--- config.mk ---
export PLATFORM = sky130hd
export DESIGN_NAME = gb_lcd_tx
export DESIGN_NICKNAME = d
export VERILOG_FILES = /design/src/rtl/gb_lcd_tx.sv
export SDC_FILE = /design/constraint.sdc
export NUM_CORES = 1
export LEC_CHECK = 0
export CORE_MARGIN = 2
export CORE_UTILIZATION = 46
export CTS_BUF_LIST = sky130_fd_sc_hd__clkbuf_16
export CTS_CLUSTER_DIAMETER = 80
export DETAILED_ROUTE_END_ITERATION = 16
export HOLD_SLACK_MARGIN = 0.02
export PLACE_DENSITY = 0.65
export SLEW_MARGIN = 15
export SYNTH_ARGS = -nofsm -noshare
export SYNTH_HDL_FRONTEND = slang
export SYNTH_SLANG_ARGS = --single-unit
--- constraint.sdc ---
create_clock -name clk -period 4.1 [get_ports clk]
set_input_delay 1.025 -clock clk [delete_from_list [all_inputs] [get_ports clk]]
set_output_delay 1.025 -clock clk [all_outputs]
set_load 0.01 [all_outputs]
--- src/rtl/gb_lcd_tx.sv ---
`default_nettype none
// gb_lcd_tx: replays fetcher pixels as the DMG LCD dot stream (456 dots x 154 lines, 160x144 visible).
// Optional build macro GB_LCD_TX_PATTERN_EN adds pattern_sel, a FIFO-independent test pattern.
module gb_lcd_tx #(
  parameter int FIFO_DEPTH    = 16,
  parameter int DOTS_PER_LINE = 456,
  parameter int LINES         = 154,
  parameter int VISIBLE_LINES = 144,
  parameter int WIDTH         = 160,
  parameter int OAM_DOTS      = 80
) (
  input  logic       clk,
  input  logic       rst,
  input  logic       ce,
  input  logic       lcd_en,
  input  logic       pix_valid,
  output logic       pix_ready,
  input  logic [1:0] pix_color,
`ifdef GB_LCD_TX_PATTERN_EN
  input  logic       pattern_sel,
`endif
  output logic       vs,
  output logic       hs,
  output logic       de,
  output logic [1:0] color,
  output logic [1:0] mode,
  output logic [7:0] ly,
  output logic [7:0] lx,
  output logic       underrun
);

  localparam int AW = (FIFO_DEPTH > 1) ? $clog2(FIFO_DEPTH) : 1;
  localparam int DW = $clog2(DOTS_PER_LINE);

  localparam logic [DW-1:0] c_DOT_OAM_LAST = DW'(OAM_DOTS - 1);
  localparam logic [DW-1:0] c_DOT_DEAD     = DW'(DOTS_PER_LINE - 2);
  localparam logic [DW-1:0] c_DOT_LAST     = DW'(DOTS_PER_LINE - 1);
  localparam logic [7:0]    c_LY_VIS       = 8'(VISIBLE_LINES);
  localparam logic [7:0]    c_LY_LAST      = 8'(LINES - 1);
  localparam logic [7:0]    c_LX_W         = 8'(WIDTH);
  localparam logic [AW:0]   c_FULL         = (AW+1)'(FIFO_DEPTH);

  typedef enum logic [1:0] {
    M_HBLANK = 2'd0,
    M_VBLANK = 2'd1,
    M_OAM    = 2'd2,
    M_XFER   = 2'd3
  } mode_t;

  mode_t         r_mode;
  logic [DW-1:0] r_dot;
  logic [7:0]    r_ly;
  logic [7:0]    r_lx;
  logic [7:0]    r_accepted;
  logic          r_vs;
  logic          r_hs;
  logic          r_de;
  logic          r_underrun;
  logic [1:0]    r_color;

  logic [1:0]    r_mem [FIFO_DEPTH];
  logic [AW-1:0] r_wptr;
  logic [AW-1:0] r_rptr;
  logic [AW:0]   r_count;

  logic          w_visible;
  logic          w_empty;
  logic          w_full;
  logic          w_pattern;
  logic [1:0]    w_pix;
  logic          w_xfer;
  logic          w_emit;
  logic          w_pop;
  logic          w_push;
  logic          w_dead;
  logic          w_eol;
  logic          w_flush;
  logic [7:0]    w_lx_inc;
  logic [7:0]    w_ly_next;

`ifdef GB_LCD_TX_PATTERN_EN
  assign w_pattern = pattern_sel;
  assign w_pix     = pattern_sel ? (r_lx[4:3] ^ r_ly[4:3]) : r_mem[r_rptr];
`else
  assign w_pattern = 1'b0;
  assign w_pix     = r_mem[r_rptr];
`endif

  assign w_visible = (r_ly < c_LY_VIS);
  assign w_empty   = (r_count == '0);
  assign w_full    = (r_count == c_FULL);
  assign w_lx_inc  = r_lx + 8'd1;
  assign w_ly_next = r_ly + 8'd1;

  // Mode 3 is only ever entered with lx < WIDTH, so emission needs no lx compare.
  assign w_xfer  = ce & (r_mode == M_XFER);
  assign w_emit  = w_xfer & (w_pattern | ~w_empty);
  assign w_pop   = w_xfer & ~w_empty & ~w_pattern;
  assign w_dead  = w_xfer & ~w_pattern & (r_dot == c_DOT_DEAD) & ~(w_emit & (w_lx_inc == c_LX_W));
  assign w_eol   = ce & (r_dot == c_DOT_LAST);
  assign w_flush = w_eol | w_dead;

  assign pix_ready = rst & lcd_en & ~w_full & w_visible &
                     ((r_mode == M_OAM) | (r_mode == M_XFER)) & (r_accepted < c_LX_W);
  assign w_push    = pix_valid & pix_ready;

  assign vs       = r_vs;
  assign hs       = r_hs;
  assign de       = r_de;
  assign underrun = r_underrun;
  assign color    = r_color;
  assign mode     = r_mode;
  assign ly       = r_ly;
  assign lx       = r_lx;

  always_ff @(posedge clk) begin
    if (w_push) r_mem[r_wptr] <= pix_color;
  end

  // A flush wins over a simultaneous push so no pixel crosses a line boundary.
  always_ff @(posedge clk) begin
    if (!rst || !lcd_en || w_flush) begin
      r_wptr  <= '0;
      r_rptr  <= '0;
      r_count <= '0;
    end else begin
      if (w_push) r_wptr <= r_wptr + AW'(1);
      if (w_pop)  r_rptr <= r_rptr + AW'(1);
      r_count <= r_count + (AW+1)'(w_push) - (AW+1)'(w_pop);
    end
  end

  always_ff @(posedge clk) begin
    if (!rst || !lcd_en || w_eol) r_accepted <= 8'd0;
    else if (w_push)              r_accepted <= r_accepted + 8'd1;
  end

  always_ff @(posedge clk) begin
    if (!rst || !lcd_en) begin
      r_dot      <= '0;
      r_ly       <= 8'd0;
      r_lx       <= 8'd0;
      r_mode     <= M_OAM;
      r_vs       <= 1'b0;
      r_hs       <= 1'b0;
      r_de       <= 1'b0;
      r_underrun <= 1'b0;
      r_color    <= 2'd0;
    end else begin
      r_vs       <= 1'b0;
      r_hs       <= 1'b0;
      r_de       <= 1'b0;
      r_underrun <= 1'b0;
      if (ce) begin
        if (r_dot == c_DOT_LAST) begin
          r_dot <= '0;
          r_lx  <= 8'd0;
          r_hs  <= w_visible;
          if (r_ly == c_LY_LAST) begin
            r_ly   <= 8'd0;
            r_mode <= M_OAM;
          end else begin
            r_ly   <= w_ly_next;
            r_mode <= (w_ly_next < c_LY_VIS) ? M_OAM : M_VBLANK;
          end
        end else begin
          r_dot <= r_dot + DW'(1);
          r_vs  <= (r_ly == c_LY_VIS) && (r_dot == '0);
          case (r_mode)
            M_OAM: begin
              if (r_dot == c_DOT_OAM_LAST) r_mode <= M_XFER;
            end
            M_XFER: begin
              if (w_emit) begin
                r_de    <= 1'b1;
                r_color <= w_pix;
                r_lx    <= w_lx_inc;
                if (w_lx_inc == c_LX_W) r_mode <= M_HBLANK;
              end
              if (w_dead) begin
                r_underrun <= 1'b1;
                r_mode     <= M_HBLANK;
              end
            end
            default: ;
          endcase
        end
      end
    end
  end

endmodule
`default_nettype wire
=== Word level (Yosys, flattened, before mapping) ===
Memory sizes are Yosys's and may differ from the RTL's. A register that Yosys moved wholly into a read port is not among the register bits.
Index checks and enable logic that the tools add are counted.

* Flip-flop bits (word level): 52
* Bits in latches: 0
* Memory bits (writable): 32
* Bits in read-only memories: 0
* Input port bits: 7
* Output and inout port bits: 25
* Memories kept: 1

* $add $sub $neg: 8
* Multiply operators: 0
* Divide/modulo/power cells: 0
* Magnitude comparators: 3
* Equal/unequal tests: 12
* Shifts and indexed selects: 0
* Muxes and demuxes: 17
* Bitwise operators: 20
* Reduce and logical (&&, ||, !) cells: 18

{| class="wikitable"
|+ Memory list
! name !! words !! width !! rd ports !! clocked after Yosys merged registers in !! write ports !! RTL line !! text
|-
| r_mem || 16 || 2 || 1 || 1 || 1 || 61 || <nowiki>logic [1:0] r_mem [FIFO_DEPTH];</nowiki>
|}

{| class="wikitable"
|+ Operators by type and width
! cell !! number
|-
| $mux 8 || 4
|-
| $add 8x1->8 const B || 3
|-
| $eq 8x8->1 const B || 3
|-
| $lt 8x8->1 const B || 3
|-
| $eq 9x9->1 const B || 2
|-
| $mux 2 || 7
|-
| $and 1x1->1 || 12
|-
| $add 9x1->9 const B || 1
|-
| $eq 9x7->1 const B || 1
|-
| $logic_not 9->1 || 1
|-
| $mux 9 || 1
|-
| $add 4x1->4 const B || 2
|-
| $ne 4x4->1 const B || 2
|-
| $not 1->1 || 6
|-
| $reduce_or 3->1 || 2
|-
| $add 5x1->5 || 1
|-
| $eq 5x5->1 const B || 1
|-
| $logic_not 5->1 || 1
|-
| $reduce_and 5->1 || 1
|-
| $sub 5x1->5 || 1
|-
| $eq 2x2->1 const B || 2
|-
| $mux 1 || 4
|-
| $pmux 2 s2 || 1
|-
| $reduce_and 4->1 || 1
|-
| other kinds (10) || 15
|}

=== Depth between registers and ports, before layout ===
Gate-level depths: netlist of run 1.

* Word-level depth: 9
* Depth in mapped cells: 15
* Gate-level depth less buffers: 14

=== Least setup slack after synthesis of run 1 ===
Ideal clock, no wire load.

* Path kind: input to register
* Start: input port rst
* End: register r_count[4]
* Data arrival time: 3.283 ns
* Path slack: 0.696 ns
* Cell stages on the path: 15
* Buffers on the path: 2
* Cell sequence: and2_1 > buf_2 > o21ai_2 > nor4_4 > buf_6 > inv_1 > ha_1 > inv_1 > ha_1 > fa_1 > a21oi_1 > nor2_1 > nor2_1 > xnor2_1 > nor2_1

* Longest elaborated chain between the ends: 8
* Elaborated cells between the ends (all ways): 11
* Those cells by class: 2 x add/sub; 6 x bitwise; 3 x reduce/logical

{| class="wikitable"
|+ Ends and longest elaborated chain
! element !! RTL line !! text
|-
| start, declared || 13 || <nowiki>input logic rst,</nowiki>
|-
| $and 1x1->1 (4 in series) || 103 || <nowiki>assign pix_ready = rst & lcd_en & ~w_full & w_visible &</nowiki>
|-
| $and 1x1->1 || 104 || <nowiki>((r_mode == M_OAM) | (r_mode == M_XFER)) & (r_accepted < c_LX_W);</nowiki>
|-
| $and 1x1->1 || 105 || <nowiki>assign w_push = pix_valid & pix_ready;</nowiki>
|-
| $add 5x1->5 || 129 || <nowiki>r_count <= r_count + (AW+1)'(w_push) - (AW+1)'(w_pop);</nowiki>
|-
| $sub 5x1->5 || 129 ||
|-
| end signal, assigned || 129 ||
|-
| end, declared || 64 || <nowiki>logic [AW:0] r_count;</nowiki>
|}

Parallel ways exist; a longest one is shown, timed or not.
A chain may end at the register's enable or synchronous reset.

=== Final worst setup path of run 1 ===
* Start: input port rst
* End: output port pix_ready

* Longest elaborated chain between the ends: 5

{| class="wikitable"
|+ Ends and longest elaborated chain
! element !! RTL line !! text
|-
| $and 1x1->1 (4 in series) || 103 ||
|-
| $and 1x1->1 || 104 ||
|-
| end, declared || 17 || <nowiki>output logic pix_ready,</nowiki>
|}

Every way passes these cells.

==> results of run 1 <==
-- layer usage --
layer | GRT usage (%) | vias to the layer above
li1 | - | 1519
met1 | 23.74 | 1480
met2 | 28.92 | 49
met3 | 2.982 | 18
met4 | 6.849 | 0
met5 | 0 | -
-- state kept, by name, indices dropped and copies added, names as in the netlist, 2 cells and up --
name / cells
r_mem: 32
r_dot: 9
mode: 2
color: 2
ly: 8
r_wptr: 4
r_accepted: 8
r_count: 5
lx: 8
r_rptr: 4
-- how the worst max path moves through the flow --
stage,endpoint,depth (start not counted)
6_report,pix_ready,5
5_1_grt,pix_ready,5
4_1_cts,pix_ready,5
3_5_place_dp,r_count[4],14
3_3_place_gp,r_count[4],14
2_1_floorplan,r_count[4],15
-- stage by stage --
| stage | utilization, % | hold WS [ps] | setup WS (ps) |
|---|---|---|---|
| floorplan | - | 430.5 | 696.3 |
| global placement | 51.16 | 443.4 | 399.5 |
| detailed placement | 51.16 | 451.1 | 379.0 |
| CTS | 54.50 | 461.2 | 443.0 |
| global route | 54.50 | 490.9 | 390.2 |
| finish | 54.50 | 460.4 | 469.6 |
-- cells by family (layout without fill, tap and decap cells) --
logic type | Yosys count | after routing
buffers and inverters | 33 | 67
XOR/XNOR | 26 | 26
AND/OR/NAND/NOR | 176 | 176
AO/OA/AOI/OAI | 51 | 51
flip-flops | 86 | 86
multiplexers | 15 | 15
adder cells (fa/ha/maj) | 21 | 21
-- cell type report --
class                   count  area, sq um
repair buffers             34        332.8
flip-flops and latches     86         2042
well taps                 111        138.9
clock inverters             7        81.33
multi-input cells         289         2105
fillers                   803         4164
clock buffers               9        225.2
inverters                  17        63.81
-- synth_stat cells (3+ instances only) --
| cell | number | area share (%) |
|---|---|---|
| nor2_1 | 56 | 4.9 |
| dfxtp_1 | 54 | 25 |
| edfxtp_1 | 32 | 22 |
| nand2_1 | 30 | 2.6 |
| a21oi_1 | 20 | 2.3 |
| ha_1 | 20 | 5.8 |
| inv_1 | 17 | 1.5 |
| xor2_1 | 17 | 3.5 |
| nor3_1 | 12 | 1.4 |
| nand4_1 | 11 | 1.6 |
| and3_1 | 10 | 1.5 |
| mux4_2 | 10 | 5.2 |
| nand3_1 | 10 | 1.2 |
| nor2_2 | 9 | 1.3 |
| o21ai_0 | 9 | 1.0 |
| xnor2_1 | 9 | 1.8 |
| mux2i_1 | 5 | 1.2 |
| buf_2 | 4 | 0.46 |
| buf_4 | 4 | 0.70 |
| nor3_2 | 4 | 0.93 |
| a21o_1 | 3 | 0.52 |
| a22oi_1 | 3 | 0.52 |
| and2_1 | 3 | 0.44 |
| and3_2 | 3 | 0.52 |
| clkbuf_1 | 3 | 0.26 |
| nand2b_1 | 3 | 0.44 |
| nor4_1 | 3 | 0.44 |
| o31ai_1 | 3 | 0.52 |
-- placed cells by master, fill, tap and decap left out, types with 11 or more instances in the layout --
cell / count
nand2_1: 30
dfxtp_1: 54
nor2_1: 56
inv_1: 17
a21oi_1: 20
xor2_1: 17
clkdlybuf4s50_1: 31
nand4_1: 11
ha_1: 20
nor3_1: 12
edfxtp_1: 32
-- tightest hold or removal path, delay by kind of cell, from the launching register on --
| family | cells | cell delay (ps) |
|---|---|---|
| flip-flops | 1 | 310 |
| AND/OR/NAND/NOR | 1 | 50 |
| AO/OA/AOI/OAI | 1 | 50 |
-- power groups by stage --
| stage | Combinational [W] | Clock (W) | Sequential (W) |
|---|---|---|---|
| 2_1_floorplan | 0.0000290 | 0 | 0.000907 |
| 3_3_place_gp | 0.0000475 | 0 | 0.000907 |
| 3_5_place_dp | 0.0000477 | 0 | 0.000908 |
| 4_1_cts | 0.0000480 | 0.000848 | 0.000888 |
| 5_1_grt | 0.0000525 | 0.000889 | 0.000888 |
| 6_report | 0.0000473 | 0.000831 | 0.000888 |
==> impl_metrics.csv, run 1 <==
group,metric,value,unit
route,viasPerCell,5.544,
global_routing,grt_max_degree,27,
timing,rsz0062_at_grt,"false",
logic_synthesis,synth_top_family_by_area,"simple AND/OR/NAND/NOR gates",
logic_synthesis,ys_warn_count,0,
global_routing,grtUsageTotal,17.77,%
timing,fin_crit,3630,ps
logic_synthesis,synthArstFlopShare,0,%
logic_synthesis,synthMuxAreaShare,6.392,%
setup_path,critPathMostFrequentCell,"clkdlybuf4s50_1",
clock_network,cts_resized,0,
clock_network,root_buffer,"clkbuf_16",
clock_network,cts_buffers,9,
finish,antenna_cells_inserted,0,
logic_synthesis,syn_nets,436,
route,wl_met1,3.892,mm
setup_path,path_class,"in2out",
timing,hold_viol_final,0,
die,io_pins,32,
timing,fin_crit_sh,88.55,%
pwr,pwr-share-clk,47.1,%
timing,max_freq,275.5,MHz
pwr,power_density,354.1,mW/mm^2
logic_synthesis,synth_xor_area_share,5.288,%
die,rows,35,
clock_network,cts_setup_buffers,0,
route,topRoutingLayerUsed,"met4",
route,met2_length,3.994,mm
setup_path,rrSetupSlack,1390,ps
logic_synthesis,ys_types,61,
logic_synthesis,avgSynthCellArea,10.56,sq um
logic_synthesis,synth_edf_count,32,
pwr,intPower,0.001343,W
route,wl_met3,257,um
timing,maxSlewViolCount,0,
logic_synthesis,ys_seq_elements,86,
pwr,ir_drop,0.0001884,V
clock_network,numClockSinks,86,
clock_network,ctsHoldBuffers,0,
pwr,p_comb_share,2.7,%
worst_hold_path,hold_path_class,"reg2reg",
setup_path,r2r-end,"r_count[4]",
pwr,p_leak,1.784,nW
logic_synthesis,synthAdderAreaFrac,6.275,%
placement,hpwl,5.781,mm
placement,place_congestion,0.7869,
logic_synthesis,synth_compound_area_share,7.467,%
route,vias,3066,
worst_hold_path,hold_depth,2,
setup_path,crit_required,3070,ps
logic_synthesis,syn_inst,408,
finish,syn_to_final_growth,15.83,%
global_routing,antenna_found_initial,0,
route,drc,0,
finish,fin_nets,465,
clock_network,cts_htree_levels,3,
setup_path,arrival,2610,ps
die,initial_core_util,47.05,%
finish,drive_gt1_share,13.80,%
timing,finalSetupTns,0,ps
route,ant_nets,0,
setup_path,crit_chain,"clkdlybuf4s50_1 -> and2_1 -> o21ai_2 -> nor3_1 -> clkdlybuf4s50_1",
finish,layoutNonFillerInstCount,553,
setup_path,critPathTopFamily,"buffers and inverters",
placement,dpl_cell_area,0.004682,sq mm
placement,placed_cells_incl_taps,537,
logic_synthesis,ys_seq_area_share,47.41,%
die,die_x,100.8,um
global_routing,overflow,0,
setup_path,r2r_cells,13,
run_status,status,"completed",
pwr,swShare,23.98,%
route,post_drt_wl_per_cell,14.98,um
setup_path,cp_slowest_cell,"clkdlybuf4s50_1",
setup_path,reg2reg_from,"r_count[2]",
timing,finClkSkew,9.969,ps
setup_path,critPathLaunchType,"input pin",
die,die-area,0.01015,sq mm
setup_path,path_buf_inv,2,
logic_synthesis,ys.flop_type,"dfxtp_1",
global_routing,grt_pass1_wl,14.32,mm
placement,numPortBuffers,31,
die,coreArea,0.009153,sq mm
timing,relSlewSlack,38.87,%
die,die_h,100.8,um
timing,setup_viol,0,
logic_synthesis,yosys.area_share.simple,23.45,%
clock_network,clockBufferDepth,2,
setup_path,crit_path_max_fanout,3,
finish,fin_area,0.004989,sq mm
setup_path,slowest_delay,570,ps
worst_hold_path,hold_end,"color[1]",
setup_path,worstSetupEndpointType,"primary output",
pwr,pwr-share-seq,50.3,%
route,drtIter0Drc,98,
pwr,p_switching,0.0004235,W
pwr,p_total,0.001766,W
worst_hold_path,worstHoldStart,"color[1]",
global_routing,grt_pass1_vias,3009,
route,wirelength,8.286,mm
setup_path,cp-startpoint,"rst",
route,dr.pass1.iters,5,
logic_synthesis,netlist_area,0.004307,sq mm
job,cap_violations,0,
clock_network,cts_tree,"built",
clock_network,clock_latency,340,ps
timing,worst_pin_slew,916.8,ps
clock_network,clkTransAtPathRegs,70,ps
Note: power is estimated with default switching activity, not from simulation.
==> run 2, diff against run 1 <==
--- a/config.mk
+++ b/config.mk
@@ -5,7 +5,7 @@
 export SDC_FILE = /design/constraint.sdc
 export NUM_CORES = 1
 export LEC_CHECK = 0
-export CORE_MARGIN = 2
+export CORE_MARGIN = 1.5
 export CORE_UTILIZATION = 46
 export CTS_BUF_LIST = sky130_fd_sc_hd__clkbuf_16
 export CTS_CLUSTER_DIAMETER = 80
==> run 2 against run 1 <==
Maximum frequency is 1.3% lower; wire length is 1.2% higher; hold slack better by 0.90 ps; via count is 0.91% lower; sequential power hardly changed; final area stayed put; clock-buffer cell count stayed put; largest power group unchanged.
==> impl_metrics.csv, run 2 (synthesis results as in run 1) <==
group,metric,value,unit
run_status,status,"completed",
clock_network,cts_tree,"built",
clock_network,cts_resized,0,
route,drtIter0Drc,77,
timing,rsz0062_at_grt,"false",
placement,dpl_cell_area,0.004682,sq mm
finish,syn_to_final_growth,15.83,%
placement,place_congestion,0.7927,
pwr,p_leak,1.784,nW
finish,ff_latch_area,0.002042,sq mm
clock_network,ctsHoldBuffers,0,
finish,final_common_cell,"nor2_1",
global_routing,grt.busiest_layer,"met2",
job,cap_violations,0,
finish,largest_reg_flops,32,
finish,antenna_cells_inserted,0,
clock_network,clock_latency,340,ps
timing,worst_pin_slew,902.8,ps
route,ant_nets,0,
setup_path,crit_required,3070,ps
finish,fillCellCount,812,
die,coreArea,0.009153,sq mm
global_routing,overflow,0,
die,io_pins,32,
setup_path,crit_path_max_fanout,3,
timing,max_freq,271.9,MHz
placement,hpwl,5.828,mm
global_routing,gr-usage-met2,30.93,%
die,die-area,0.009952,sq mm
clock_network,root_buffer,"clkbuf_16",
route,vias,3038,
clock_network,cts_buffers,9,
clock_network,clkTransAtPathRegs,80,ps
placement,numPortBuffers,31,
timing,hold_viol_final,0,
timing,fin_crit,3677,ps
die,die_h,99.76,um
clock_network,cts_htree_levels,3,
timing,maxSlewViolCount,0,
finish,multi_input_area,0.002105,sq mm
route,drc,0,
timing,setup_viol,0,
global_routing,grtUsageTotal,18.53,%
clock_network,clockBufferDepth,2,
timing,relSlewSlack,39.81,%
clock_network,cts_setup_buffers,0,
die,die_x,99.76,um
finish,fin_area,0.004989,sq mm
setup_path,path_class,"in2out",
global_routing,grt_max_degree,27,
pwr,ir_drop,0.0001763,V
finish,drive_gt1_share,13.80,%
finish,top_register,"r_mem",
timing,finalSetupTns,0,ps
die,rows,35,
worst_hold_path,hold_path_class,"reg2reg",
finish,final_cell_mix,"nor2_1 (56), dfxtp_1 (54), edfxtp_1 (32), clkdlybuf4s50_1 (31), nand2_1 (30)",
pwr,power_density,355.7,mW/mm^2
global_routing,use_met1,24.52,%
finish,reg.largest.list,"r_mem (32), r_dot (9)",
die,initial_core_util,47.05,%
clock_network,numClockSinks,86,
timing,fin_crit_sh,89.69,%
global_routing,antenna_found_initial,0,
global_routing,grt_pass1_wl,14.69,mm
global_routing,met3_usage,3.373,%
global_routing,grt_pass1_vias,3032,
setup_path,critPathLaunchType,"input pin",
placement,placed_cells_incl_taps,537,
setup_path,worstSetupEndpointType,"primary output",
finish,layoutNonFillerInstCount,553,
route,wirelength,8.382,mm
route,post_drt_wl_per_cell,15.16,um
route,dr.pass1.iters,4,
timing,finClkSkew,8.760,ps
finish,fin_nets,465,
setup_path,arrival,2650,ps
route,viasPerCell,5.494,
==> run 2: cell counts in the layout (fill, tap and decap cells not counted) <==
No cell type changed its count.
==> run 2: layout make-up <==
| cell class | instances | area share (%) |
|---|---|---|
| clock inverter | 7 | 1.630 |
| tap | 111 | 2.784 |
| timing repair buffer | 34 | 6.672 |
| sequential | 86 | 40.93 |
| multi-input combinational | 289 | 42.19 |
| inverter | 17 | 1.279 |
| clock buffer | 9 | 4.515 |
==> run 2: per-stage QoR <==
stage	power (W)	utilization [%]	hold WS [ps]	setup WS (ps)
6_report	0.001775	54.50	461.3	422.7
4_1_cts	0.001793	54.50	463.0	384.4
3_3_place_gp	0.0009551	51.16	442.2	399.4
5_1_grt	0.001836	54.50	484.7	320.1
3_5_place_dp	0.0009554	51.16	452.5	352.7
2_1_floorplan	0.0009361	-	430.5	696.3
==> run 2: metal layers <==
layer | up-vias | wire, um | share of wire [%]
met5 | - | 0 | 0
met4 | 0 | 54 | 0.64
met3 | 4 | 223 | 2.7
met2 | 47 | 4106 | 49
met1 | 1473 | 3998 | 48
li1 | 1514 | - | -
==> run 2: report_power, final <==
part           switching [W]  leakage (nW)   total, W  internal (W)
Combinational      0.0000304         0.908  0.0000476     0.0000172
Clock               0.000399         0.153   0.000839      0.000440
Sequential        0.00000230         0.723   0.000888      0.000886
Total               0.000431          1.78    0.00177       0.00134
==> run 2: final timing paths <==
kind / startpoint / end / slack [ps] / depth (start not counted)
setup / recovery: lcd_en / pix_ready / 420 / 5
hold / removal: color[0] / color[0] / 460 / 2
setup reg to reg: r_count[2] / r_count[4] / 1360 / 14
hold reg to reg: color[0] / color[0] / 460 / 2
==> run 2: worst max-delay path, stage by stage <==
cell and delay [ps]:
clkdlybuf4s50_1 490, and2_1 190, o21ai_2 120, nor3_1 250, clkdlybuf4s50_1 580
